--- config.mk ---
export PLATFORM = sky130hd
export DESIGN_NAME = pipe_stage_slice_flat
export DESIGN_NICKNAME = d
export VERILOG_FILES = /design/src/rtl/pipe_pkg.sv /design/src/rtl/pipe_stage_slice_if.sv /design/src/rtl/pipe_entry_reg.sv /design/src/rtl/pipe_stage_slice.sv /design/src/flat_wrapper.sv
export SDC_FILE = /design/constraint.sdc
export NUM_CORES = 1
export LEC_CHECK = 0
export CAP_MARGIN = 20
export CORE_UTILIZATION = 35
export CTS_CLUSTER_DIAMETER = 40
export CTS_CLUSTER_SIZE = 12
export DETAILED_ROUTE_END_ITERATION = 8
export GPL_TIMING_DRIVEN = 0
export PLACE_DENSITY = 0.67
export SLEW_MARGIN = 20
export SYNTH_ARGS = -nofsm -noshare
export SYNTH_HDL_FRONTEND = slang
export SYNTH_SLANG_ARGS = --single-unit
--- constraint.sdc ---
create_clock -name clock -period 2.2 [get_ports clock]
set_clock_uncertainty 0.2 [all_clocks]
set_input_delay 0.33 -clock clock [delete_from_list [all_inputs] [get_ports clock]]
set_output_delay 0.33 -clock clock [all_outputs]
set_load 0.005 [all_outputs]
--- src/rtl/pipe_pkg.sv ---
// rtl/pipe_pkg.sv - shared pipeline-slice types, stage-boundary widths and bubble constants
package pipe_pkg;

    typedef enum logic [1:0] {
        ST_EMPTY = 2'd0,
        ST_ONE   = 2'd1,
        ST_TWO   = 2'd2
    } pipe_state_e;

    // Fetch/Decode, Decode/Execute, Execute/Memory boundary widths
    localparam int FD_CTRL_W = 8;
    localparam int FD_DATA_W = 64;
    localparam int DE_CTRL_W = 24;
    localparam int DE_DATA_W = 128;
    localparam int EM_CTRL_W = 16;
    localparam int EM_DATA_W = 96;

    // Bubbles keep every write enable low at each boundary
    localparam logic [FD_CTRL_W-1:0] FD_BUBBLE_CTRL = '0;
    localparam logic [DE_CTRL_W-1:0] DE_BUBBLE_CTRL = '0;
    localparam logic [EM_CTRL_W-1:0] EM_BUBBLE_CTRL = '0;

    function automatic logic [31:0] sat_inc32(input logic [31:0] value);
        return (value == 32'hFFFF_FFFF) ? value : value + 32'd1;
    endfunction

endpackage

--- src/rtl/pipe_stage_slice_if.sv ---
// rtl/pipe_stage_slice_if.sv - upstream/downstream handshake bundle of a pipeline slice
interface pipe_stage_slice_if #(
    parameter int CTRL_W = 24,
    parameter int DATA_W = 128
);
    logic              in_valid;
    logic              in_ready;
    logic [CTRL_W-1:0] in_ctrl;
    logic [DATA_W-1:0] in_data;
    logic              out_valid;
    logic              out_ready;
    logic [CTRL_W-1:0] out_ctrl;
    logic [DATA_W-1:0] out_data;

    // slave: the slice itself; master: the surrounding stages
    modport slave (
        input  in_valid, in_ctrl, in_data, out_ready,
        output in_ready, out_valid, out_ctrl, out_data
    );

    modport master (
        output in_valid, in_ctrl, in_data, out_ready,
        input  in_ready, out_valid, out_ctrl, out_data
    );
endinterface

--- src/rtl/pipe_entry_reg.sv ---
// rtl/pipe_entry_reg.sv - one valid/ctrl/data entry with clear, load and hold
module pipe_entry_reg #(
    parameter int                 CTRL_W   = 24,
    parameter int                 DATA_W   = 128,
    parameter logic [CTRL_W-1:0] CLR_CTRL = '0
) (
    input  logic              clock,
    input  logic              reset_n,
    input  logic              clear_i,
    input  logic              load_i,
    input  logic [CTRL_W-1:0] ctrl_i,
    input  logic [DATA_W-1:0] data_i,
    output logic              valid_o,
    output logic [CTRL_W-1:0] ctrl_o,
    output logic [DATA_W-1:0] data_o
);

    logic              valid_q;
    logic [CTRL_W-1:0] ctrl_q;
    logic [DATA_W-1:0] data_q;

    always_ff @(posedge clock) begin
        if (!reset_n || clear_i) begin
            valid_q <= 1'b0;
            ctrl_q  <= CLR_CTRL;
            data_q  <= '0;
        end else if (load_i) begin
            valid_q <= 1'b1;
            ctrl_q  <= ctrl_i;
            data_q  <= data_i;
        end
    end

    assign valid_o = valid_q;
    assign ctrl_o  = ctrl_q;
    assign data_o  = data_q;

endmodule

--- src/rtl/pipe_stage_slice.sv ---
// rtl/pipe_stage_slice.sv - handshaked pipeline stage with 2-entry skid, stall and flush
// Optional perf counters (stall_cycles, flush_count) under PIPE_SLICE_PERF_CNT_EN.
module pipe_stage_slice
    import pipe_pkg::*;
#(
    parameter int                 CTRL_W      = 24,
    parameter int                 DATA_W      = 128,
    parameter logic [CTRL_W-1:0] BUBBLE_CTRL = '0
) (
    input  logic               clock,
    input  logic               reset_n,
    input  logic               stall,
    input  logic               flush,
    pipe_stage_slice_if.slave  bus
`ifdef PIPE_SLICE_PERF_CNT_EN
    ,
    output logic [31:0]        stall_cycles,
    output logic [31:0]        flush_count
`endif
);

    pipe_state_e state_q, state_d;
    logic        in_ready_q, in_ready_d;

    logic              main_valid, skid_valid;
    logic [CTRL_W-1:0] main_ctrl, skid_ctrl;
    logic [DATA_W-1:0] main_data, skid_data;

    logic              main_load, main_clr, main_from_skid;
    logic              skid_load, skid_clr;
    logic [CTRL_W-1:0] main_ctrl_d;
    logic [DATA_W-1:0] main_data_d;

    logic accept, pop;

    assign accept = bus.in_valid & in_ready_q & ~flush;
    assign pop    = main_valid & bus.out_ready & ~stall;

    always_comb begin
        state_d        = state_q;
        main_load      = 1'b0;
        main_clr       = 1'b0;
        main_from_skid = 1'b0;
        skid_load      = 1'b0;
        skid_clr       = 1'b0;

        if (flush) begin
            state_d  = ST_EMPTY;
            main_clr = 1'b1;
            skid_clr = 1'b1;
        end else begin
            case (state_q)
                ST_EMPTY: begin
                    if (accept) begin
                        state_d   = ST_ONE;
                        main_load = 1'b1;
                    end
                end
                ST_ONE: begin
                    if (accept && !pop) begin
                        state_d   = ST_TWO;
                        skid_load = 1'b1;
                    end else if (pop && !accept) begin
                        state_d  = ST_EMPTY;
                        main_clr = 1'b1;
                    end else if (accept && pop) begin
                        main_load = 1'b1;
                    end
                end
                ST_TWO: begin
                    // in_ready is low here, so only the skid-to-main move happens
                    if (pop) begin
                        state_d        = ST_ONE;
                        main_load      = 1'b1;
                        main_from_skid = 1'b1;
                        skid_clr       = 1'b1;
                    end
                end
                default: begin
                    state_d  = ST_EMPTY;
                    main_clr = 1'b1;
                    skid_clr = 1'b1;
                end
            endcase
        end
    end

    assign in_ready_d  = (state_d != ST_TWO);
    assign main_ctrl_d = main_from_skid ? skid_ctrl : bus.in_ctrl;
    assign main_data_d = main_from_skid ? skid_data : bus.in_data;

    always_ff @(posedge clock) begin
        if (!reset_n) begin
            state_q    <= ST_EMPTY;
            in_ready_q <= 1'b0;
        end else begin
            state_q    <= state_d;
            in_ready_q <= in_ready_d;
        end
    end

    pipe_entry_reg #(
        .CTRL_W   (CTRL_W),
        .DATA_W   (DATA_W),
        .CLR_CTRL (BUBBLE_CTRL)
    ) u_main (
        .clock   (clock),
        .reset_n (reset_n),
        .clear_i (main_clr),
        .load_i  (main_load),
        .ctrl_i  (main_ctrl_d),
        .data_i  (main_data_d),
        .valid_o (main_valid),
        .ctrl_o  (main_ctrl),
        .data_o  (main_data)
    );

    pipe_entry_reg #(
        .CTRL_W   (CTRL_W),
        .DATA_W   (DATA_W),
        .CLR_CTRL (BUBBLE_CTRL)
    ) u_skid (
        .clock   (clock),
        .reset_n (reset_n),
        .clear_i (skid_clr),
        .load_i  (skid_load),
        .ctrl_i  (bus.in_ctrl),
        .data_i  (bus.in_data),
        .valid_o (skid_valid),
        .ctrl_o  (skid_ctrl),
        .data_o  (skid_data)
    );

    assign bus.in_ready  = in_ready_q;
    assign bus.out_valid = main_valid;
    assign bus.out_ctrl  = main_valid ? main_ctrl : BUBBLE_CTRL;
    assign bus.out_data  = main_data;

`ifdef PIPE_SLICE_PERF_CNT_EN
    logic [31:0] stall_cycles_q, flush_count_q;
    logic        flush_counts;

    assign flush_counts = flush & (main_valid | skid_valid | bus.in_valid);

    always_ff @(posedge clock) begin
        if (!reset_n) begin
            stall_cycles_q <= '0;
            flush_count_q  <= '0;
        end else begin
            if (stall && main_valid) begin
                stall_cycles_q <= sat_inc32(stall_cycles_q);
            end
            if (flush_counts) begin
                flush_count_q <= sat_inc32(flush_count_q);
            end
        end
    end

    assign stall_cycles = stall_cycles_q;
    assign flush_count  = flush_count_q;
`else
    logic unused_skid_valid;
    assign unused_skid_valid = skid_valid;
`endif

endmodule

--- src/flat_wrapper.sv ---
// flat-port wrapper written by rule: the top's interface ports become plain ports
module pipe_stage_slice_flat import pipe_pkg::*;
#(
    parameter int                 CTRL_W      = 24,
    parameter int                 DATA_W      = 128,
    parameter logic [CTRL_W-1:0] BUBBLE_CTRL = '0
)
  (clock, reset_n, stall, flush, bus_in_valid, bus_in_ctrl, bus_in_data, bus_out_ready, bus_in_ready, bus_out_valid, bus_out_ctrl, bus_out_data);
  pipe_stage_slice_if #(.CTRL_W(CTRL_W), .DATA_W(DATA_W)) bus_i ();
  input  logic clock;
  input  logic reset_n;
  input  logic stall;
  input  logic flush;
  input wire logic [$bits(bus_i.in_valid)-1:0] bus_in_valid;
  input wire logic [$bits(bus_i.in_ctrl)-1:0] bus_in_ctrl;
  input wire logic [$bits(bus_i.in_data)-1:0] bus_in_data;
  input wire logic [$bits(bus_i.out_ready)-1:0] bus_out_ready;
  output wire logic [$bits(bus_i.in_ready)-1:0] bus_in_ready;
  output wire logic [$bits(bus_i.out_valid)-1:0] bus_out_valid;
  output wire logic [$bits(bus_i.out_ctrl)-1:0] bus_out_ctrl;
  output wire logic [$bits(bus_i.out_data)-1:0] bus_out_data;
  assign bus_i.in_valid = bus_in_valid;
  assign bus_i.in_ctrl = bus_in_ctrl;
  assign bus_i.in_data = bus_in_data;
  assign bus_i.out_ready = bus_out_ready;
  assign bus_in_ready = bus_i.in_ready;
  assign bus_out_valid = bus_i.out_valid;
  assign bus_out_ctrl = bus_i.out_ctrl;
  assign bus_out_data = bus_i.out_data;
  pipe_stage_slice #(.CTRL_W(CTRL_W), .DATA_W(DATA_W), .BUBBLE_CTRL(BUBBLE_CTRL)) u_core (.clock(clock), .reset_n(reset_n), .stall(stall), .flush(flush), .bus(bus_i));
endmodule
* Word level (Yosys, flattened, before mapping)
Index checks and enable logic that the tools add are counted.
** Word-level totals
- Bits in registers :: 308
- Input bits :: 158
- Output and inout bits :: 154
- Logic and storage cells :: 54
** Operators by class
- Equality and inequality tests :: 3
- Multiplexer cells :: 27
- Bitwise operators :: 6
- Reductions and logical operators :: 11
** Operators with widths (count)
- $mux 128 :: 1
- $mux 24 :: 2
- $mux 1 :: 15
- $mux 2 :: 5
- $pmux 2 s3 :: 1
- $and 1x1->1 :: 4
- $pmux 1 s2 :: 2
- $reduce_or 2->1 :: 2
- $logic_and 1x1->1 :: 3
- $logic_not 1->1 :: 3
- $pmux 1 s3 :: 1
- $eq 2x1->1 const B :: 1
- $eq 2x2->1 const B :: 1
- $logic_not 2->1 :: 1
- $logic_or 1x1->1 :: 2
- $ne 2x2->1 const B :: 1
- $not 1->1 :: 2

* Depth between registers and ports, before layout
Gate-level depths: netlist of the first run.
- Word-level depth :: 9
- Depth in mapped cells :: 9
- Mapped depth without buffers :: 4

* Cells and area by module
From an unflattened synthesis of the first run, not the netlist that was laid out.
** Second synthesis, totals
- Cell total of the unflattened synthesis :: 1207
- Area, all modules :: 13033.8 µm²
** Modules (own cells, without submodules)
- pipe_entry_reg :: instances 2, cells an instance 494, area each 5401.4 µm², sequential area each 3062.9 µm²
- pipe_stage_slice :: instances 1, cells an instance 219, area each 2230.9 µm², sequential area each 60.1 µm²

* Worst setup path before layout of the first run
Ideal clock, no wire load.
- Path kind :: flip-flop to flip-flop
- Start point :: reg u_core.u_main.valid_q (netlist: u_core.u_main.valid_o)
- End point :: reg u_core.u_main.ctrl_q[0] (netlist: u_core.u_main.ctrl_o[0])
- Library setup time :: 0.079 ns
- Arrival time :: 1.655 ns
- Required time :: 1.921 ns
- Path slack :: 0.266 ns
- Cell stages (with the launch flop) :: 10
- Buffers on the path :: 5
- Period minus slack after synthesis :: 1.934 ns
- Cells stage by stage :: dfxtp_1 -> and3b_1 -> buf_4 -> nand3b_1 -> buf_2 -> and2_4 -> buf_6 -> buf_6 -> buf_6 -> a211oi_2
** Between the ends
- Longest elaborated chain between the ends :: 8
- Elaborated cells between the ends (all ways) :: 20
- Those cells by class :: mux: 13; bitwise: 2; reduce/logical: 5
** Ends and longest elaborated chain
- from (decl) :: line pipe_entry_reg.sv:18 : logic valid_q;
- from (signal assigned) :: line pipe_entry_reg.sv:24 : valid_q <= 1'b0;
- from (signal assigned) :: line pipe_entry_reg.sv:28 : valid_q <= 1'b1;
- $and 1x1->1 (*) (2 in a row) :: line pipe_stage_slice.sv:37 : assign pop = main_valid & bus.out_ready & ~stall;
- $logic_and 1x1->1 (tied with other cells) :: line pipe_stage_slice.sv:66 : end else if (accept && pop) begin
- $mux 1 (tied with other cells) :: line pipe_stage_slice.sv:66
- $mux 1, on equally long branches :: line pipe_stage_slice.sv:63, pipe_stage_slice.sv:60
- $mux 1 / $pmux 1 s2 (equally long branches) :: line pipe_stage_slice.sv:60, pipe_stage_slice.sv:52
- $pmux 1 s3 / $mux 1 (equally long branches) :: line pipe_stage_slice.sv:52, pipe_stage_slice.sv:47
- $mux 1 / $logic_or 1x1->1 (equally long branches) :: line pipe_stage_slice.sv:47, pipe_entry_reg.sv:23
- to (signal assigned) :: line pipe_entry_reg.sv:29 : ctrl_q <= ctrl_i;
- to (decl) :: line pipe_entry_reg.sv:19 : logic [CTRL_W-1:0] ctrl_q;
Every way passes the cells marked *; elsewhere a longest branch is shown, timed or not.
A chain may end at the register's enable or synchronous reset.

* Final worst setup path of the first run
- Start point :: reg u_core.state_q[1]
- End point :: reg u_core.u_main.data_q[124] (netlist: u_core.u_main.data_o[124])
** Between the ends
- Longest elaborated chain between the ends :: 5
- Elaborated cells between the ends (all ways) :: 12
- Those cells by class :: eq/ne: 2; mux: 7; reduce/logical: 3
** Ends and longest elaborated chain
- from (decl) :: line pipe_stage_slice.sv:22 : pipe_state_e state_q, state_d;
- from (signal assigned) :: line pipe_stage_slice.sv:97 : state_q <= state_d;
- $eq 2x2->1 / $logic_not 2->1 (equally long branches) :: line pipe_stage_slice.sv:52 : case (state_q)
- $reduce_or 2->1 (no source line)
- $pmux 1 s2 :: line pipe_stage_slice.sv:52
- $mux 1 :: line pipe_stage_slice.sv:47 : if (flush) begin
- $logic_or 1x1->1 :: line pipe_entry_reg.sv:23 : if (!reset_n || clear_i) begin
- to (signal assigned) :: line pipe_entry_reg.sv:30 : data_q <= data_i;
- to (decl) :: line pipe_entry_reg.sv:20 : logic [DATA_W-1:0] data_q;
Parallel ways exist; a longest one is shown, timed or not.

==> flow_summary_export.csv, run 1 <==
group,metric,value,unit
detailed_routing,drc_errors,0,
die,die_h,187,um
detailed_routing,vias,11200,
detailed_routing,routedWlPerCell,16.7,um
placement,gp_congestion,0.786,
yosys,ys_seq_area_share,51.2,%
worst_setup_path,crit_family,"buffers and inverters",
yosys,syn_area,0.0120,mm^2
grt,grt_pass1_wl,59700,um
pwr,leakagePower,5.93,nW
finish,fillers,3120,
detailed_routing,first_pass_iters,5,
detailed_routing,viasPerCell,4.99,
grt,grt_pass1_vias,11200,
die,die_w,187,um
timing,slew_viol_final,0,
finish,drive_gt1_share,15.4,%
worst_setup_path,crit_chain,"and4bb_4 > o21ai_4 > buf_12 > and2_4 > buf_8 > buf_12 > buf_8 > a211oi_4",
yosys,netlist_instances,1389,
worst_setup_path,worstSetupStartpointType,"flip-flop",
yosys,ys_warn_count,0,
grt,grt_max_degree,13,
yosys,synthArstFlopShare,0,%
pwr,power_density,809,mW/mm^2
hold_path,min_path_cells,3,
worst_setup_path,cp_slowest_cell,"and4bb_4",
worst_setup_path,worstPathRequired,2.44,ns
yosys,synth_common_cells,"dfxtp_1 (308), nand2_1 (306), a21oi_1 (154), inv_1 (152), o22ai_1 (152)",
cts,clock_path_buffers,3,
detailed_routing,postRouteAntennaNets,0,
timing,setup_tns,0,ns
placement,io_buffers,311,
worst_setup_path,reg2reg_depth,8,
timing,fmax,472,MHz
yosys,synth-main-ff-cell,"dfxtp_1",
pwr,ir_drop,0.000538,V
yosys,avgSynthCellArea,8.67,um^2
worst_setup_path,path_buf_inv,4,
run_status,outcome,"complete, no violations",
die,io_pins,312,
cts,path_clk_slew,0.06,ns
placement,dpl.hpwl,25400,um
timing,finalSetupViolCount,0,
cts,htreeDepth,2,
yosys,synth_top_area_share,51.2,%
yosys,synth.distinct_cells,29,
yosys,synth_area_leader_cell,"dfxtp_1",
yosys,synth_seq_cells,308,
die,start_util,35.7,%
die,die_area,0.0352,mm^2
yosys,ys_top_cells_by_area,"dfxtp_1 (51%), nand2_1 (9.5%), a211oi_2 (8.3%)",
die,row_count,67,
timing,worstMarginPinSlew,0.526,ns
detailed_routing,wl,37500,um
die,fp.coreArea,0.0337,mm^2
timing,worst_hold_slack,0.176,ns
timing,rsz0062_at_grt,"true",
timing,hold_viol_final,0,
timing,min_period,2.12,ns
grt,antenna_found_initial,1,
worst_setup_path,crit_type,"reg -> reg",
worst_setup_path,slowest_delay,0.41,ns
worst_setup_path,cp.depth,8,
run,maxCapViolations,0,
finish,fin_nets,1920,
cts,root_buffer,"clkbuf_16",
cts,clkSinkCount,308,
yosys,synth_fp_nets,1547,
cts,clkLatencyLatePin,0.53,ns
yosys,synth_edf_count,0,
yosys,yosysMostFrequentCell,"dfxtp_1",
worst_setup_path,cp_max_fo,10,
timing,final_min_period_over_clock_period,96.3,%
grt,track_usage,20.9,%
worst_setup_path,end_kind,"flip-flop",
hold_path,worstHoldPathType,"in -> reg",
worst_setup_path,arrival,2.36,ns
cts,cts_tree,"built",
finish,area_delta_synth_final,46.3,%
cts,cts_buffers,47,
grt,grt_overflow,0,
detailed_routing,drt_iter0_drc,566,
cts,cts_hold_buf,0,
timing,relSlewSlack,65.0,%
[final cells by class]
class	instances	area (um^2)	share of cell area, %
flip-flops and latches	308	6170	35.0
multi-input cells	811	4770	27.1
repair buffers	324	3210	18.2
clock buffers	57	1310	7.42
plain buffers	117	696	3.95
inverters	153	576	3.27
well taps	448	561	3.18
clock inverters	29	333	1.89
diodes	1	2.50	0.0142
[final timing paths]
| kind | slack, ns | end | from |
|---|---|---|---|
| worst min register to register | 0.25 | u_core.u_skid.data_o[51] | u_core.u_skid.data_o[51] |
| worst max register to register | 0.08 | u_core.u_main.data_o[124] | u_core.state_q[1] |
| worst max-delay path | 0.08 | u_core.u_main.data_o[124] | u_core.state_q[1] |
| worst min-delay path | 0.18 | u_core.u_skid.data_o[29] | bus_in_data[29] |
[cell families (layout without fill, tap and decap cells)]
group                  after synthesis  after routing  share of synthesized area [%]
buffers and inverters              270            680                           9.50
flip-flops                         308            308                           51.2
AND/OR/NAND/NOR                    346            346                           11.8
AO/OA/AOI/OAI                      465            465                           27.5
other                                0              1                              0
[layer usage]
layer  vias up  wire length [um]  GRT usage [%]
met2       370             17400           34.6
met4         0               843           6.00
met5         -                 0              0
met1      5269             16700           27.3
met3        73              2480           4.77
li1       5510                 -              -
[worst reg2reg max path, cell delays in order (launching register included)]
cell and delay (ns):
dfxtp_1 0.35, and4bb_4 0.41, o21ai_4 0.08, buf_12 0.13, and2_4 0.15, buf_8 0.15, buf_12 0.16, buf_8 0.17
a211oi_4 0.23
[where the power goes]
| part | switching, mW | total (mW) | internal, mW |
|---|---|---|---|
| Combinational | 0.436 | 0.934 | 0.499 |
| Sequential | 0.0394 | 5.69 | 5.65 |
| Clock | 2.75 | 7.62 | 4.87 |
| Total | 3.23 | 14.2 | 11.0 |
[registers in the layout (all words and copies together), names as in the netlist]
register               cells
u_core.u_skid.data_o     128
u_core.u_main.ctrl_o      24
u_core.u_main.data_o     128
u_core.bus.in_ready        1
u_core.u_skid.ctrl_o      24
u_core.u_main.valid_o      1
u_core.state_q             2
[stage by stage]
stage	util [%]	cell area (um^2)	setup slack, ns	cells	power [mW]
5_1_grt	52.3	17600	-0.0395	2248	14.7
4_1_cts	52.0	17500	-0.0455	2244	14.4
6_report	52.3	17600	0.0820	2248	14.2
3_3_place_gp	46.6	15700	-1.08	2148	6.70
2_1_floorplan	-	12000	0.266	1389	6.14
3_5_place_dp	46.6	15700	-1.05	2148	6.71
[layout by cell type, fill, tap and decap left out, drive strengths merged, types with 12 or more instances in the layout]
cell,n
and2,25
a211oi,152
dfxtp,308
buf,66
clkbuf,121
a21oi,154
nand2,306
dlygate4sd2,23
o22ai,152
inv,159
clkdlybuf4s50,287
clkinv,12
[what timing repair did]
item | in CTS | in global routing
endpoints found under the hold margin | 0 | 0
gates resized for setup | 74 | 36
setup buffers | 9 | 3
pin swaps | 3 | 2
cloned | 1 | 0
endpoints found under the setup margin | 330 | 242
(Power assumes the default switching activity.)
==> inputs of run 2 (changes only) <==
==> constraint.sdc (replaced) <==
create_clock -name clock -period 2.2 [get_ports clock]
set_clock_uncertainty 0.2 [all_clocks]
set_input_delay 0.33 -clock clock [delete_from_list [all_inputs] [get_ports clock]]
set_output_delay 0.33 -clock clock [all_outputs]
set_load 0.05 [all_outputs]
==> flow_summary_export.csv, run 2 (same netlist as run 1, synthesis figures left out) <==
group,metric,value,unit
die,io_pins,312,
detailed_routing,vias,11300,
timing,worstMarginPinSlew,0.582,ns
cts,cts_tree,"built",
timing,slew_viol_final,0,
timing,worst_hold_slack,0.174,ns
worst_setup_path,end_kind,"primary output",
pwr,leakagePower,6.45,nW
die,die_h,187,um
cts,clkLatencyLatePin,0.53,ns
worst_setup_path,crit_family,"buffers and inverters",
worst_setup_path,crit_type,"reg -> out",
detailed_routing,wl,37100,um
hold_path,worstHoldPathType,"in -> reg",
grt,antenna_found_initial,3,
grt,grt_pass1_vias,11100,
finish,fillers,3197,
grt,grt_overflow,0,
detailed_routing,drc_errors,0,
die,die_w,187,um
finish,fin_nets,1912,
die,die_area,0.0352,mm^2
timing,fin_ws,0.0809,ns
run_status,outcome,"complete, no violations",
worst_setup_path,slowest_delay,0.51,ns
timing,fmax,472,MHz
finish,final_cell_mix,"dfxtp_1 (307), nand2_1 (305), clkdlybuf4s50_1 (157)",
timing,hold_viol_final,0,
die,row_count,67,
worst_setup_path,cp_max_fo,10,
die,start_util,35.7,%
finish,layout_commonest_cell,"dfxtp_1",
cts,clkSinkCount,308,
worst_setup_path,path_buf_inv,1,
placement,placed_cell_area,0.0157,mm^2
cts,root_buffer,"clkbuf_16",
cts,cts_buffers,45,
worst_setup_path,worstSetupStartpointType,"flip-flop",
grt,track_usage,20.6,%
finish,finalInstanceArea,0.0174,mm^2
run,maxCapViolations,0,
pwr,ir_drop,0.000498,V
finish,drive_gt1_share,16.6,%
grt,grt_max_degree,13,
detailed_routing,first_pass_iters,5,
detailed_routing,postRouteAntennaNets,0,
grt,grt_pass1_wl,58500,um
worst_setup_path,crit_chain,"and2_1 > clkdlybuf4s15_1",
pwr,total_power,14.6,mW
timing,final_min_period_over_clock_period,96.3,%
placement,dpl.hpwl,25500,um
worst_setup_path,worstPathRequired,1.67,ns
die,fp.coreArea,0.0337,mm^2
timing,relSlewSlack,61.4,%
timing,finalSetupViolCount,0,
worst_setup_path,cp_slowest_cell,"clkdlybuf4s15_1",
detailed_routing,drt_iter0_drc,546,
timing,min_period,2.12,ns
pwr,power_density,839,mW/mm^2
finish,area_delta_synth_final,44.3,%
worst_setup_path,arrival,1.59,ns
detailed_routing,routedWlPerCell,16.6,um
cts,clock_path_buffers,3,
placement,io_buffers,311,
placement,gp_congestion,0.797,
cts,htreeDepth,2,
detailed_routing,viasPerCell,5.02,
cts,path_clk_slew,0.06,ns
timing,rsz0062_at_grt,"true",
cts,cts_hold_buf,0,
placement,pre_cts_ws,-0.955,ns
==> run 2: cell count changes in the layout (fill, tap and decap cells not counted), moves of 4 or more <==
cell	previous run	this run
clkdlybuf4s50_1	287	157
dlygate4sd2_1	23	131
clkbuf_1	28	18
buf_2	36	45
buf_6	8	14
buf_4	16	21
clkbuf_2	32	37
clkinv_2	9	4
clkbuf_4	4	8
==> run 2: per-stage QoR <==
stage / setup TNS (ns) / utilization [%] / std cells
floorplan: 0 / - / 1389
global placement: -207.56 / 46.6 / 2148
detailed placement: -214.16 / 46.6 / 2148
CTS: 0 / 51.2 / 2237
global route: -0.194 / 51.5 / 2240
finish: 0 / 51.6 / 2242
==> run 2: power breakdown <==
group | switching [mW] | leakage, nW | internal (mW)
registers | 0.0372 | 2.49 | 5.65
clock network | 2.75 | 0.800 | 5.06
logic | 0.619 | 3.17 | 0.461
==> run 2: layer usage <==
layer | vias to the layer above | GRT usage, % | part of all wire, %
met2 | 362 | 33.8 | 46
li1 | 5521 | - | -
met5 | - | 0 | 0
met4 | 0 | 7.54 | 3.1
met3 | 86 | 5.31 | 7.3
met1 | 5296 | 25.9 | 44
==> run 2: worst register-to-register path: stages, from the launching register on <==
cell and delay, ns:
dfxtp_4 0.40, and3b_1 0.18, buf_6 0.13, nand3b_1 0.10, buf_6 0.17, and2_4 0.14
buf_6 0.15, buf_12 0.16, buf_6 0.18, a211oi_2 0.21
==> run 2: what timing repair did <==
action                     CTS  global route
gates resized for setup    280            71
pin swaps                    3             6
buffers inserted             6             2
setup endpoints to repair  390           259
==> run 2: final cells by class <==
class	count	area [um^2]	share of cell area [%]
sequential	308	6170	35.5
multi-input combinational	811	4750	27.4
timing repair buffer	319	2940	16.9
clock buffer	55	1260	7.23
buffer	116	707	4.07
inverter	153	576	3.31
tap	448	561	3.23
clock inverter	29	410	2.36
antenna	3	7.51	0.0432
==> run 2: path summary, 6_finish.rpt <==
path,start,endpoint,slack [ns],cells after the start
setup / recovery,u_core.u_main.valid_o,bus_out_ctrl[23],0.08,2
hold / removal,bus_in_data[26],u_core.u_skid.data_o[26],0.17,3
setup reg to reg,u_core.u_main.valid_o,u_core.u_main.ctrl_o[20],0.08,9
hold reg to reg,u_core.u_skid.data_o[53],u_core.u_skid.data_o[53],0.25,2
==> inputs of run 3 (changes only) <==
--- a/config.mk
+++ b/config.mk
@@ -8,7 +8,7 @@
 export CAP_MARGIN = 20
 export CORE_UTILIZATION = 35
 export CTS_CLUSTER_DIAMETER = 40
-export CTS_CLUSTER_SIZE = 12
+export CTS_CLUSTER_SIZE = 10
 export DETAILED_ROUTE_END_ITERATION = 8
 export GPL_TIMING_DRIVEN = 0
 export PLACE_DENSITY = 0.67
==> flow_summary_export.csv, run 3 (same netlist as run 1, synthesis figures left out) <==
group,metric,value,unit
die,die_area,0.0352,mm^2
grt,grt_pass1_wl,58100,um
cts,cts_hold_buf,0,
die,die_w,187,um
cts,cts_buffers,45,
pwr,clkPwrFrac,51.4,%
hold_path,worstHoldPathType,"in -> reg",
pwr,power_density,808,mW/mm^2
worst_setup_path,path_buf_inv,1,
finish,fin_nets,1912,
placement,dpl.hpwl,25500,um
worst_setup_path,worstSetupStartpointType,"flip-flop",
pwr,swShare,23.0,%
die,io_pins,312,
worst_setup_path,arrival,1.64,ns
timing,hold_viol_final,0,
worst_setup_path,endpoint,"bus_out_data[95]",
detailed_routing,drt_iter0_drc,534,
timing,slew_viol_final,0,
die,fp.coreArea,0.0337,mm^2
pwr,power_frac_seq,40.8,%
worst_setup_path,slowest_delay,0.80,ns
placement,io_buffers,311,
worst_setup_path,cp.depth,1,
die,row_count,67,
timing,fmax,462,MHz
worst_setup_path,crit_family,"buffers and inverters",
pwr,ir_drop,0.000495,V
die,die_h,187,um
worst_setup_path,worstPathRequired,1.67,ns
worst_setup_path,reg2reg_depth,9,
worst_setup_path,crit_type,"reg -> out",
timing,final_min_period_over_clock_period,98.5,%
cts,path_clk_slew,0.05,ns
worst_setup_path,rrSetupSlack,0.07,ns
detailed_routing,postRouteAntennaNets,0,
grt,grt_overflow,0,
detailed_routing,drc_errors,0,
grt,antenna_found_initial,3,
worst_setup_path,regToRegStartpoint,"u_core.u_main.valid_o",
grt,grt_max_degree,13,
finish,area_delta_synth_final,43.2,%
timing,worstMarginPinSlew,0.580,ns
worst_setup_path,worstSetupStartpoint,"u_core.u_main.data_o[95]",
cts,cts_tree,"built",
grt,grt_pass1_vias,10900,
detailed_routing,wl,36900,um
run_status,outcome,"complete, no violations",
finish,seq_area,0.00617,mm^2
pwr,netSwitchingPower,3.20,mW
cts,clock_path_buffers,3,
die,start_util,35.7,%
worst_setup_path,crit_chain,"clkdlybuf4s50_1",
cts,htreeDepth,2,
finish,multi_input_area,0.00475,mm^2
worst_setup_path,cp_max_fo,2,
detailed_routing,viasPerCell,5.01,
finish,drive_gt1_share,16.1,%
worst_setup_path,end_kind,"primary output",
timing,setup_tns,0,ns
finish,post-route-util,51.2,%
detailed_routing,first_pass_iters,7,
pwr,internal_power,10.7,mW
finish,fillers,3223,
run,maxCapViolations,0,
pwr,power_frac_comb,7.8,%
cts,clkSinkCount,308,
pwr,leakagePower,6.48,nW
timing,finalSetupViolCount,0,
detailed_routing,routedWlPerCell,16.5,um
timing,relSlewSlack,61.5,%
worst_setup_path,reg2reg_to,"u_core.u_main.ctrl_o[6]",
placement,gp_congestion,0.797,
grt,track_usage,20.4,%
timing,min_period,2.17,ns
detailed_routing,vias,11200,
cts,clkLatencyLatePin,0.52,ns
worst_setup_path,cp_slowest_cell,"clkdlybuf4s50_1",
finish,layout_commonest_cell,"dfxtp_1",
timing,rsz0062_at_grt,"true",
cts,root_buffer,"clkbuf_16",
finish,final_cell_mix,"dfxtp_1 (307), nand2_1 (305), clkdlybuf4s50_1 (158)",
## run 3: changes by cell type in the layout (fill, tap and decap cells not counted), sizes merged
| cell | change |
|---|---|
| dlygate4sd2 | -8 |
| dlymetal6s2s | +7 |
| clkbuf | +5 |
| bufinv | -4 |
| inv | -4 |
| clkinvlp | -3 |
| buf | +1 |
| clkdlybuf4s50 | +1 |
| clkinv | -1 |
## run 3: routing by layer
layer / vias up / GRT usage [%] / part of all wire, %
li1: 5522 / - / -
met1: 5247 / 25.7 / 43
met2: 371 / 33.9 / 47
met3: 67 / 5.42 / 7.8
met4: 0 / 6.44 / 2.6
met5: - / 0 / 0
## run 3: area by class of cell
| type | instances | area share, % |
|---|---|---|
| tap | 448 | 3.25 |
| clock buffer | 61 | 7.59 |
| antenna | 3 | 0.0435 |
| multi-input combinational | 811 | 27.6 |
| clock inverter | 17 | 1.20 |
| sequential | 308 | 35.8 |
| buffer | 116 | 4.05 |
| timing repair buffer | 319 | 17.2 |
| inverter | 153 | 3.34 |
## run 3: stage by stage
| stage | instances | hold WS, ns | cell area [um^2] | setup slack [ns] | total power, mW |
|---|---|---|---|---|---|
| after floorplan | 1389 | 0.228 | 12000 | 0.0756 | 6.33 |
| after global placement | 2148 | 0.240 | 15700 | -0.920 | 6.89 |
| after detailed placement | 2148 | 0.243 | 15700 | -0.955 | 6.90 |
| after CTS | 2231 | 0.157 | 17100 | 0.00102 | 14.1 |
| after global routing | 2234 | 0.187 | 17200 | -0.0309 | 14.4 |
| final | 2236 | 0.186 | 17200 | 0.0333 | 13.9 |
## run 3: how the worst min path moves through the flow
stage | slack [ns] | startpoint | end | cells past startpoint
after detailed placement | 0.24 | u_core.u_main.data_o[48] | u_core.u_main.data_o[48] | 2
after CTS | 0.16 | bus_in_ctrl[14] | u_core.u_skid.ctrl_o[14] | 3
after floorplan | 0.23 | u_core.u_main.ctrl_o[23] | u_core.u_main.ctrl_o[23] | 2
after global routing | 0.19 | bus_in_ctrl[18] | u_core.u_skid.ctrl_o[18] | 3
final | 0.19 | bus_in_data[26] | u_core.u_skid.data_o[26] | 3
after global placement | 0.24 | u_core.u_main.ctrl_o[23] | u_core.u_main.ctrl_o[23] | 2
## run 3: power by group through the flow
stage | logic, mW | registers [mW] | clock network, mW
after floorplan | 0.335 | 5.99 | 0
after global placement | 1.08 | 5.81 | 0
after detailed placement | 1.09 | 5.81 | 0
after CTS | 1.08 | 5.69 | 7.30
after global routing | 1.15 | 5.69 | 7.55
final | 1.08 | 5.69 | 7.17
## run 3: what timing repair did
| action | 4_1_cts | 5_1_grt |
|---|---|---|
| setup endpoints to repair | 380 | 260 |
| gates resized for setup | 272 | 72 |
| pin swaps | 3 | 10 |
| buffers inserted | 6 | 2 |
| gates cloned | 0 | 0 |
## run 3: tightest hold or removal path, stage by stage
cell and delay (ns):
clkdlybuf4s50_1 0.41, nand2_1 0.06, a21oi_1 0.05
